File: src/rtl/cpu_pkg.sv
// Shared CPU definitions: opcodes, instruction field positions, fetch FSM encoding.
// Used by the fetch stage and the control unit.
package cpu_pkg;

  localparam logic [3:0] OP_ADD  = 4'd0;
  localparam logic [3:0] OP_IADD = 4'd1;
  localparam logic [3:0] OP_ST   = 4'd2;
  localparam logic [3:0] OP_LD   = 4'd3;

  localparam int OP_MSB = 15;
  localparam int OP_LSB = 12;
  localparam int RD_MSB = 11;
  localparam int RD_LSB = 8;
  localparam int RS_MSB = 7;
  localparam int RS_LSB = 4;
  localparam int RT_MSB = 3;
  localparam int RT_LSB = 0;

  typedef enum logic [1:0] {
    FETCH_IDLE = 2'd0,
    FETCH_REQ  = 2'd1,
    FETCH_HOLD = 2'd2
  } fetch_st_t;

  function automatic logic is_mem_op(input logic [3:0] op);
    return (op == OP_ST) || (op == OP_LD);
  endfunction

  function automatic logic is_alu_op(input logic [3:0] op);
    return (op == OP_ADD) || (op == OP_IADD);
  endfunction

endpackage

File: src/rtl/ins_fetch_buf.sv
// One-entry {word, pc} holding register with valid, load, consume and squash.
// Load wins over consume, so a simultaneous drain-and-refill keeps the entry valid.
module ins_fetch_buf
  import cpu_pkg::*;
#(
  parameter int IW = 16,
  parameter int AW = 8
) (
  input  logic          clk,
  input  logic          rst_n,
  input  logic          load,
  input  logic          clear,
  input  logic          squash,
  input  logic [IW-1:0] load_word,
  input  logic [AW-1:0] load_pc,
  output logic          vld,
  output logic [IW-1:0] word,
  output logic [AW-1:0] pc
);

  always_ff @(posedge clk or negedge rst_n) begin
    if (!rst_n) begin
      vld  <= 1'b0;
      word <= '0;
      pc   <= '0;
    end else begin
      if (squash)
        vld <= 1'b0;
      else if (load)
        vld <= 1'b1;
      else if (clear)
        vld <= 1'b0;
      if (load && !squash) begin
        word <= load_word;
        pc   <= load_pc;
      end
    end
  end

endmodule

File: src/rtl/ins_fetch.sv
// Instruction fetch: PC, imem req/ack handshake, IR with valid/ready to decode; ack-to-valid one cycle.
// INS_FETCH_PREFETCH_EN adds a one-entry prefetch buffer for 1 instr/cycle; a full buffer stalls requests.
module ins_fetch
  import cpu_pkg::*;
#(
  parameter int            IW       = 16,
  parameter int            AW       = 8,
  parameter logic [AW-1:0] RESET_PC = '0
) (
  input  logic          clk,
  input  logic          rst_n,
  input  logic          en,
  output logic          imem_req,
  output logic [AW-1:0] imem_addr,
  input  logic          imem_ack,
  input  logic [IW-1:0] imem_rdata,
  input  logic          redirect_valid,
  input  logic [AW-1:0] redirect_pc,
  output logic          ins_valid,
  input  logic          ins_ready,
  output logic [3:0]    ins_op,
  output logic [3:0]    ins_rd,
  output logic [3:0]    ins_rs,
  output logic [3:0]    ins_rt,
  output logic [AW-1:0] ins_pc
);

  fetch_st_t     st;
  logic [AW-1:0] pc;
  logic [AW-1:0] pc_n;
  logic          drop;
  logic          ack_keep;
  logic          ir_take;
  logic          start_ok;
  logic          ir_vld;
  logic [IW-1:0] ir_word;
  logic          ir_load;
  logic [IW-1:0] ir_load_word;
  logic [AW-1:0] ir_load_pc;

  // Returned data is kept only if it was not fetched before a redirect.
  assign ack_keep = imem_req && imem_ack && !drop && !redirect_valid;
  assign ir_take  = ir_vld && ins_ready;

  always_comb begin
    pc_n = pc;
    if (redirect_valid)
      pc_n = redirect_pc;
    else if (ack_keep)
      pc_n = pc + AW'(1);
  end

`ifdef INS_FETCH_PREFETCH_EN
  logic          pb_vld;
  logic [IW-1:0] pb_word;
  logic [AW-1:0] pb_pc;
  logic          ir_free;
  logic          pb_load;
  logic          pb_clear;
  logic          pb_vld_n;

  assign ir_free      = !ir_vld || ins_ready;
  assign ir_load      = ir_free && (pb_vld || ack_keep);
  assign ir_load_word = pb_vld ? pb_word : imem_rdata;
  assign ir_load_pc   = pb_vld ? pb_pc : pc;
  assign pb_load      = ack_keep && (pb_vld || !ir_free);
  assign pb_clear     = pb_vld && ir_free;
  assign pb_vld_n     = !redirect_valid && (pb_load || (pb_vld && !ir_free));
  // A new request may only start if its data is guaranteed a landing slot.
  assign start_ok     = en && !pb_vld_n;

  ins_fetch_buf #(.IW(IW), .AW(AW)) u_pbuf (
    .clk       (clk),
    .rst_n     (rst_n),
    .load      (pb_load),
    .clear     (pb_clear),
    .squash    (redirect_valid),
    .load_word (imem_rdata),
    .load_pc   (pc),
    .vld       (pb_vld),
    .word      (pb_word),
    .pc        (pb_pc)
  );
`else
  assign ir_load      = ack_keep;
  assign ir_load_word = imem_rdata;
  assign ir_load_pc   = pc;
  assign start_ok     = en;
`endif

  ins_fetch_buf #(.IW(IW), .AW(AW)) u_ir (
    .clk       (clk),
    .rst_n     (rst_n),
    .load      (ir_load),
    .clear     (ir_take),
    .squash    (redirect_valid),
    .load_word (ir_load_word),
    .load_pc   (ir_load_pc),
    .vld       (ir_vld),
    .word      (ir_word),
    .pc        (ins_pc)
  );

  always_ff @(posedge clk or negedge rst_n) begin
    if (!rst_n) begin
      st        <= FETCH_IDLE;
      imem_req  <= 1'b0;
      imem_addr <= RESET_PC;
      pc        <= RESET_PC;
      drop      <= 1'b0;
    end else begin
      pc <= pc_n;
      // Address is frozen only while a request is waiting for its ack.
      if (!(imem_req && !imem_ack))
        imem_addr <= pc_n;
      case (st)
        FETCH_IDLE: begin
          if (start_ok) begin
            st       <= FETCH_REQ;
            imem_req <= 1'b1;
          end
        end
        FETCH_REQ: begin
          if (imem_ack) begin
            drop <= 1'b0;
`ifdef INS_FETCH_PREFETCH_EN
            if (start_ok) begin
              st       <= FETCH_REQ;
              imem_req <= 1'b1;
            end else begin
              st       <= FETCH_IDLE;
              imem_req <= 1'b0;
            end
`else
            if (ack_keep) begin
              st       <= FETCH_HOLD;
              imem_req <= 1'b0;
            end else if (start_ok) begin
              st       <= FETCH_REQ;
              imem_req <= 1'b1;
            end else begin
              st       <= FETCH_IDLE;
              imem_req <= 1'b0;
            end
`endif
          end else if (redirect_valid) begin
            drop <= 1'b1;
          end
        end
        FETCH_HOLD: begin
          if (redirect_valid || ir_take) begin
            st       <= en ? FETCH_REQ : FETCH_IDLE;
            imem_req <= en;
          end
        end
        default: begin
          st       <= FETCH_IDLE;
          imem_req <= 1'b0;
        end
      endcase
    end
  end

  assign ins_valid = ir_vld;
  assign ins_op    = ir_word[OP_MSB:OP_LSB];
  assign ins_rd    = ir_word[RD_MSB:RD_LSB];
  assign ins_rs    = ir_word[RS_MSB:RS_LSB];
  assign ins_rt    = ir_word[RT_MSB:RT_LSB];

endmodule

File: config.mk
export PLATFORM = sky130hd
export DESIGN_NAME = ins_fetch
export DESIGN_NICKNAME = d
export VERILOG_FILES = /design/src/rtl/cpu_pkg.sv /design/src/rtl/ins_fetch_buf.sv /design/src/rtl/ins_fetch.sv
export SDC_FILE = /design/constraint.sdc
export NUM_CORES = 1
export LEC_CHECK = 0
export ABC_AREA = 0
export CAP_MARGIN = 25
export CORE_UTILIZATION = 44
export CTS_CLUSTER_SIZE = 20
export DETAILED_ROUTE_END_ITERATION = 16
export GPL_TIMING_DRIVEN = 0
export PLACE_DENSITY = 0.78
export SLEW_MARGIN = 20
export SYNTH_ARGS = -nofsm -noshare
export SYNTH_HDL_FRONTEND = slang
export SYNTH_SLANG_ARGS = --single-unit
export TNS_END_PERCENT = 50
File: constraint.sdc
create_clock -name clk -period 2.1 [get_ports clk]
set_input_delay 0.42 -clock clk [delete_from_list [all_inputs] [get_ports clk]]
set_output_delay 0.42 -clock clk [all_outputs]
set_load 0.01 [all_outputs]
==> results.md <==
- Mapped Cells: 134
- H-tree Lvls: 2
- Seq cells post-synth: 44
- Critical Path Slowest Stage Cell: clkdlybuf4s50_1
- Worst setup margin: 93.2 ps
- Grt ovf: 0
- Core Rows: 23
- Layout cells sized above 1: 22.8%
- Commonest non-fill, non-tap cell in the layout: clkdlybuf4s50_1
- CTS buffer count: 5
- N_diodes: 0
- Drt pass-1 iters: 6
- Die Y-Extent: 66.8 um
- Fin crit share: 95.6%
- CP endpoint kind: register
- # setup viols final: 0
- Total Routing Usage GR: 20.0%
- Final nets: 236
- Clock transition at path regs: 80 ps
- Via density per instance: 5.13
- 1st-iter DRT viols: 83
- Placer Congestion: 0.799
- Post-CTS setup buffers: 0
- Crit path max fanout: 10
- Clock buffer depth: 2
- Top Ports: 64
- Area contributors post-synth: dfrtp_1, mux2_2, a221o_1
- Syn Std Cell Area: 1850 um^2
- Pin count of the biggest net entering global routing: 25
- Via count: 1313
- CTS tree: built
- Maximum VDD drop: 782 uV
- Total core area: 4030 um^2
- Hold WS: 101 ps
- Worst path max stage delay: 590 ps
- Yosys warning total: 0
- Max-Cap Viols: 0
- Hold buffers post-CTS: 0
- Worst-skew pair later-pin latency: 290 ps
- LEAKAGE: 1.13 nW
- P&R area growth vs syn: 43.7%
- Drt total wl: 4020 um
- Post-synth EDFFs: 0
- Resized Gates After CTS: 0
- Crit Path Class: in -> reg
- IO Port Bufs: 63
- Place WS: -168 ps
- Slew @ Worst Pin: 527 ps
- Post-layout minimum cycle time: 2010 ps
- Starting Density: 45.9%
- Synth cell types: 31
- CTS root buffer: clkbuf_8
- Setup TNS: 0 ps
- DRC: 0
- Run status: completed
- Clock Sinks: 44
- Endpoints failing hold: 0
- Path depth of the worst reg2reg path: 4
- Most frequent cells in the layout: clkdlybuf4s50_1, dfrtp_1, mux2_2
- Routed len/inst: 15.7 um
- Crit path cell chain: clkdlybuf4s50_1 -> nor4bb_1 -> clkbuf_4 -> buf_4 -> mux2_2
- DP HPWL: 3060 um
- Worst Hold Class: in -> async
- Top_reg_cell synth: dfrtp_1
- Asr flop ratio synth: 100%
- DRT antenna net count: 0
- Area fraction of the dominant cell type after synthesis: 59.5%
- Slew HR: 64.8%
- Chip Width: 66.8 um
- Post-Syn Nets: 165
- Antenna violations before repair: 0
- Mapped Avg Cell Area: 13.8 um^2
- CP Launch Type: input port
- Power per cell area: 1130 nW/um^2
- Fmax: 498 MHz
- Seq/Total Area, Yosys: 59.5%
- Full die area: 4470 um^2
- WP data required: 2280 ps
- RSZ-0062 raised after global routing: false
- Area leader, netlist: dfrtp_1
- Vias in the first global route: 1375
- Clock Skews: 4.82 ps
- Crit path DAT: 2190 ps
- Slew Viols, Final: 0
- Global-route wire length before repair: 6520 um
==> metrics by stage <==
step | cell area, um^2 | std cells | power (mW) | util (%)
floorplan | 1850 | 134 | 1.79 | -
global placement | 2540 | 247 | 2.45 | 63.1
detailed placement | 2560 | 248 | 2.51 | 63.7
CTS | 2660 | 256 | 3.05 | 65.9
global route | 2660 | 256 | 3.18 | 66.0
finish | 2660 | 256 | 3.01 | 66.0
==> logic make-up (layout without fill, tap and decap cells) <==
kind of cell | Yosys count | in the layout | share of synthesized area [%]
adders and majority gates | 1 | 1 | 0.676
muxes | 35 | 35 | 21.5
DFF | 44 | 44 | 59.5
AOI/OAI and AO/OA | 13 | 13 | 4.67
and+or+nand+nor | 28 | 28 | 9.07
xor gates and xnor gates | 5 | 5 | 2.37
buffers and inverters | 8 | 80 | 2.16
==> worst max-delay path: cells and delay by family <==
family	cells	cell delay, ps
buf+inv	3	1070
mux	1	360
simple gates	1	330
==> cells in the mapped netlist, types with 3 or more instances <==
master and instances:
dfrtp_1 44, mux2_2 33, nand2_1 7, o21ai_0 4, a21oi_1 3, a221o_1 3, and3_1 3, nand3_1 3
nor2b_1 3, xor2_1 3
==> worst paths after layout <==
check | startpoint | to | slack (ps)
min in group clk | u_ir.pc[5]$_DFFE_PN0P_ | u_ir.pc[5]$_DFFE_PN0P_ | 510
max in group asynchronous | rst_n | imem_addr[5]$_DFFE_PN0N_ | 1510
setup reg to reg | st[0]$_DFFE_PN0P_ | imem_addr[7]$_DFFE_PN0N_ | 340
hold reg to reg | u_ir.pc[5]$_DFFE_PN0P_ | u_ir.pc[5]$_DFFE_PN0P_ | 510
setup / recovery | imem_ack | u_ir.pc[2]$_DFFE_PN0P_ | 90
hold / removal | rst_n | imem_addr[0]$_DFFE_PN0N_ | 100
==> per-layer routing <==
layer | share of wire [%] | vias to the layer above | GRT usage [%]
met2 | 51 | 31 | 32.6
met4 | 2.3 | 0 | 10.4
li1 | - | 624 | -
met5 | 0 | - | 0
met1 | 44 | 649 | 25.6
met3 | 2.4 | 9 | 3.08
==> cell type report <==
| class | instances | area (um^2) |
|---|---|---|
| Fill cell | 305 | 1370 |
| Sequential cell | 44 | 1100 |
| Multi-Input combinational cell | 82 | 708 |
| Timing Repair Buffer | 64 | 653 |
| Clock buffer | 8 | 90.1 |
| Tap cell | 50 | 62.6 |
| Buffer | 5 | 31.3 |
| Inverter | 3 | 11.3 |
==> flip-flops by register name, summed over array words and instances (netlist names) <==
name,flops
u_ir.word,16
imem_addr,8
ir_load_pc,8
u_ir.pc,8
st,2
drop,1
u_ir.vld,1
==> power breakdown <==
group          total, mW  internal, mW  leakage (nW)  switching, mW
logic               1.17         0.753         0.555          0.414
clock network      0.530         0.268        0.0455          0.262
registers           1.32          1.14         0.527          0.177
total               3.01          2.16          1.13          0.852
No activity file was read; power rests on OpenSTA's default activity.
==> RTL edit (same flow settings) <==
Add a define of `INS_FETCH_PREFETCH_EN`.
--- a/src/rtl/ins_fetch.sv
+++ b/src/rtl/ins_fetch.sv
@@ -2,2 +2,4 @@
 // INS_FETCH_PREFETCH_EN adds a one-entry prefetch buffer for 1 instr/cycle; a full buffer stalls requests.
+`define INS_FETCH_PREFETCH_EN
+
 module ins_fetch
Behaviour: not the same (a bounded check fails within 4 cycles, from zero or initial values and one cycle with rst_n low).
==> RTL edit against the original RTL <==
  * Total power rose by 19%
  * Synthesized area rose by 63%
  * Global-route usage rose by 2.3 points
  * Largest power group unchanged
  * Largest cell class unchanged
  * Synthesized cell count rose by 95%
  * Routed wire length rose by 84%
  * Non-clock buffer count rose by 18
  * First-iteration DRC count rose by 77%
  * Setup slack improved by 0.0080 ns
  * Sequential cell count rose by 24
  * Fmax rose by 0.40%
  * Cell area rose by 50%
  * Critical path depth did not move
==> RTL edit: results (changes against the original RTL) <==
CTS-HTREE-LEVELS=3  # +1
POST-ROUTE-CELL-AREA_SQ_UM=3990  # +50%
GRT_START_MAX_NET_PINS=51  # +100%
WORSTSKEWPAIRLATENCY_NS=0.35  # +0.06 ns
SLOWEST_STAGE='sky130_fd_sc_hd__clkdlybuf4s50_1'
CLK_PIN_SLEW_NS=0.07
POST_DRT_VIA_CELL_RATIO=5.82  # +13%
PLACEMENT.IO_BUFFERS=63  # unchanged
NUMBER_OF_GLOBAL_ROUTE_VIAS_BEFORE_REPAIR=2434  # +77%
CTS_BUFFER_DEPTH=2  # unchanged
YOSYSWARNINGCOUNT=0  # unchanged
GR-USAGE-ALL-LAYERS_PCT=22.4  # +2.3 points
SYNTH_NETS=292  # +77%
NFILLCELLS=532  # +74%
ANTENNA_CELLS_INSERTED=0  # unchanged
POST_ROUTE_CELLS_DRIVE_ABOVE_1_SHARE_PCT=18.3  # -4.6 points
CLOCK_ROOT_BUFFER='sky130_fd_sc_hd__clkbuf_8'
FINALWEIGHTEDCONGESTION=0.821  # +2.8%
TIMING.CRITICAL_PATH.FANOUT_MAX=10  # unchanged
SYNTHTOPCELLSBYAREA='sky130_fd_sc_hd__dfrtp_1 57%, sky130_fd_sc_hd__mux2_2 11%, sky130_fd_sc_hd__o22ai_1 8.3%, sky130_fd_sc_hd__a21oi_1 4.0%, sky130_fd_sc_hd__o21ai_0 1.7%'
WORST_SLEW_MARGIN_REL_PCT=63.4  # -1.5 points
SYNTH.YOSYS.SEQ_AREA_SHARE_PCT=56.6  # -2.9 points
POST_SYNTH_MOST_FREQUENT_CELLS='68 x sky130_fd_sc_hd__dfrtp_1, 40 x sky130_fd_sc_hd__o22ai_1, 30 x sky130_fd_sc_hd__mux2_2, 24 x sky130_fd_sc_hd__a21oi_1, 13 x sky130_fd_sc_hd__nand2_1'
DETAILEDPLACE.WORSTSLACK_NS=-0.324  # -0.156 ns
RESULT_OF_THE_RUN='finished, final reports clean'
CTS_MADE_BUFFERS=9  # +4
DPL.HPWL_UM=5050  # +65%
SYNTHDISTINCTLIBCELLS=36  # +16%
DRT-PASS1-ITER-COUNT=7  # +1
TOTALWIRELENGTH_UM=7420  # +84%
P_LEAK_nW=1.71  # +52%
CRITPATHMAXSTAGEDELAY_NS=0.58
LAYOUT.NETS=372  # +58%
FIRST_PASS_GRT_WIRE_LENGTH_UM=12200  # +88%
MIN_PATH_TYPE='in -> async'
SYNTH-ASYNC-RESET-RATIO_PCT=100  # unchanged
CRITICAL_PATH_ARRIVAL_NS=2.23  # +0.04 ns
WORST_CLOCK_SKEW_NS=0.00996  # +0.00514 ns
DRT_ITER0_MARKERS=147  # +77%
PEAK_IR_DROP_ON_THE_VDD_NETWORK_uV=458  # -41%
YS_DOMINANT_REG_CELL='sky130_fd_sc_hd__dfrtp_1'
PLACE_AREA_SQ_UM=3760  # +46%
REG.LARGEST.LIST='u_ir.word x16, u_pbuf.word x16'
ANTENNA_VIOLATIONS_BEFORE_REPAIR=0  # unchanged
DRCVIOLATIONCOUNT=0  # unchanged
-- RTL edit: path summary, 6_finish.rpt --
kind / start / to / slack [ns] / cells after the start
worst max-delay path: imem_ack / u_pbuf.word[6] / 0.10 / 5
worst min-delay path: rst_n / imem_addr[4] / 0.50 / 2
worst max register to register: drop / u_pbuf.word[6] / 0.28 / 4
worst min register to register: imem_addr[3] / imem_addr[3] / 0.50 / 1
max in group asynchronous: rst_n / u_pbuf.word[2] / 1.08 / 3
min in group clk: imem_addr[3] / imem_addr[3] / 0.50 / 1
-- RTL edit: power breakdown --
part,switching [mW],total [mW],internal [mW]
Clock,0.493,1.06,0.568
Sequential,0.175,1.71,1.53
Combinational,0.327,0.809,0.482
Total,0.995,3.58,2.58
-- RTL edit: cells by family (layout without fill, tap and decap cells) --
kind of cell / Yosys count / count (layout) / share of synthesized area (%)
XOR/XNOR: 6 / 6 / 1.75
buffers and inverters: 21 / 105 / 3.50
multiplexers: 33 / 33 / 12.3
AND/OR/NAND/NOR: 44 / 44 / 7.91
AO/OA/AOI/OAI: 88 / 88 / 17.5
flip-flops: 68 / 68 / 56.6
adder cells (fa/ha/maj): 1 / 1 / 0.416
-- RTL edit: what timing repair did --
| item | CTS | global route |
|---|---|---|
| endpoints found under the setup margin | 0 | 30 |
| setup buffers | 0 | 4 |
| hold buffers | 1 | 0 |
| gates resized for setup | 0 | 4 |
| hold endpoints to repair | 18 | 0 |
-- RTL edit: per-stage QoR --
| stage | hold slack (ns) | util, % | instances |
|---|---|---|---|
| floorplan | 0.124 | - | 261 |
| global placement | 0.486 | 57.8 | 401 |
| detailed placement | 0.321 | 58.2 | 402 |
| CTS | 0.500 | 61.3 | 418 |
| global route | 0.517 | 61.8 | 422 |
| finish | 0.496 | 61.8 | 422 |
-- RTL edit: worst max-delay path, delay by kind of cell --
kind                   cells  cell delay, ns
buffers and inverters      2            0.79
muxes                      1            0.35
and+or+nand+nor            2            0.67
-- RTL edit: layout make-up --
class / count / area share [%]
clock buffer: 10 / 3.45
tap: 77 / 2.41
sequential: 68 / 42.6
inverter: 3 / 0.282
timing repair buffer: 69 / 17.4
multi-input combinational: 172 / 30.0
clock inverter: 5 / 1.32
buffer: 18 / 2.41
-- RTL edit: routing by layer --
metal  track usage [%]  wire length, um
met4              10.6              131
met3              4.03              361
met2              34.1             3550
met1              31.1             3380
met5                 0                0
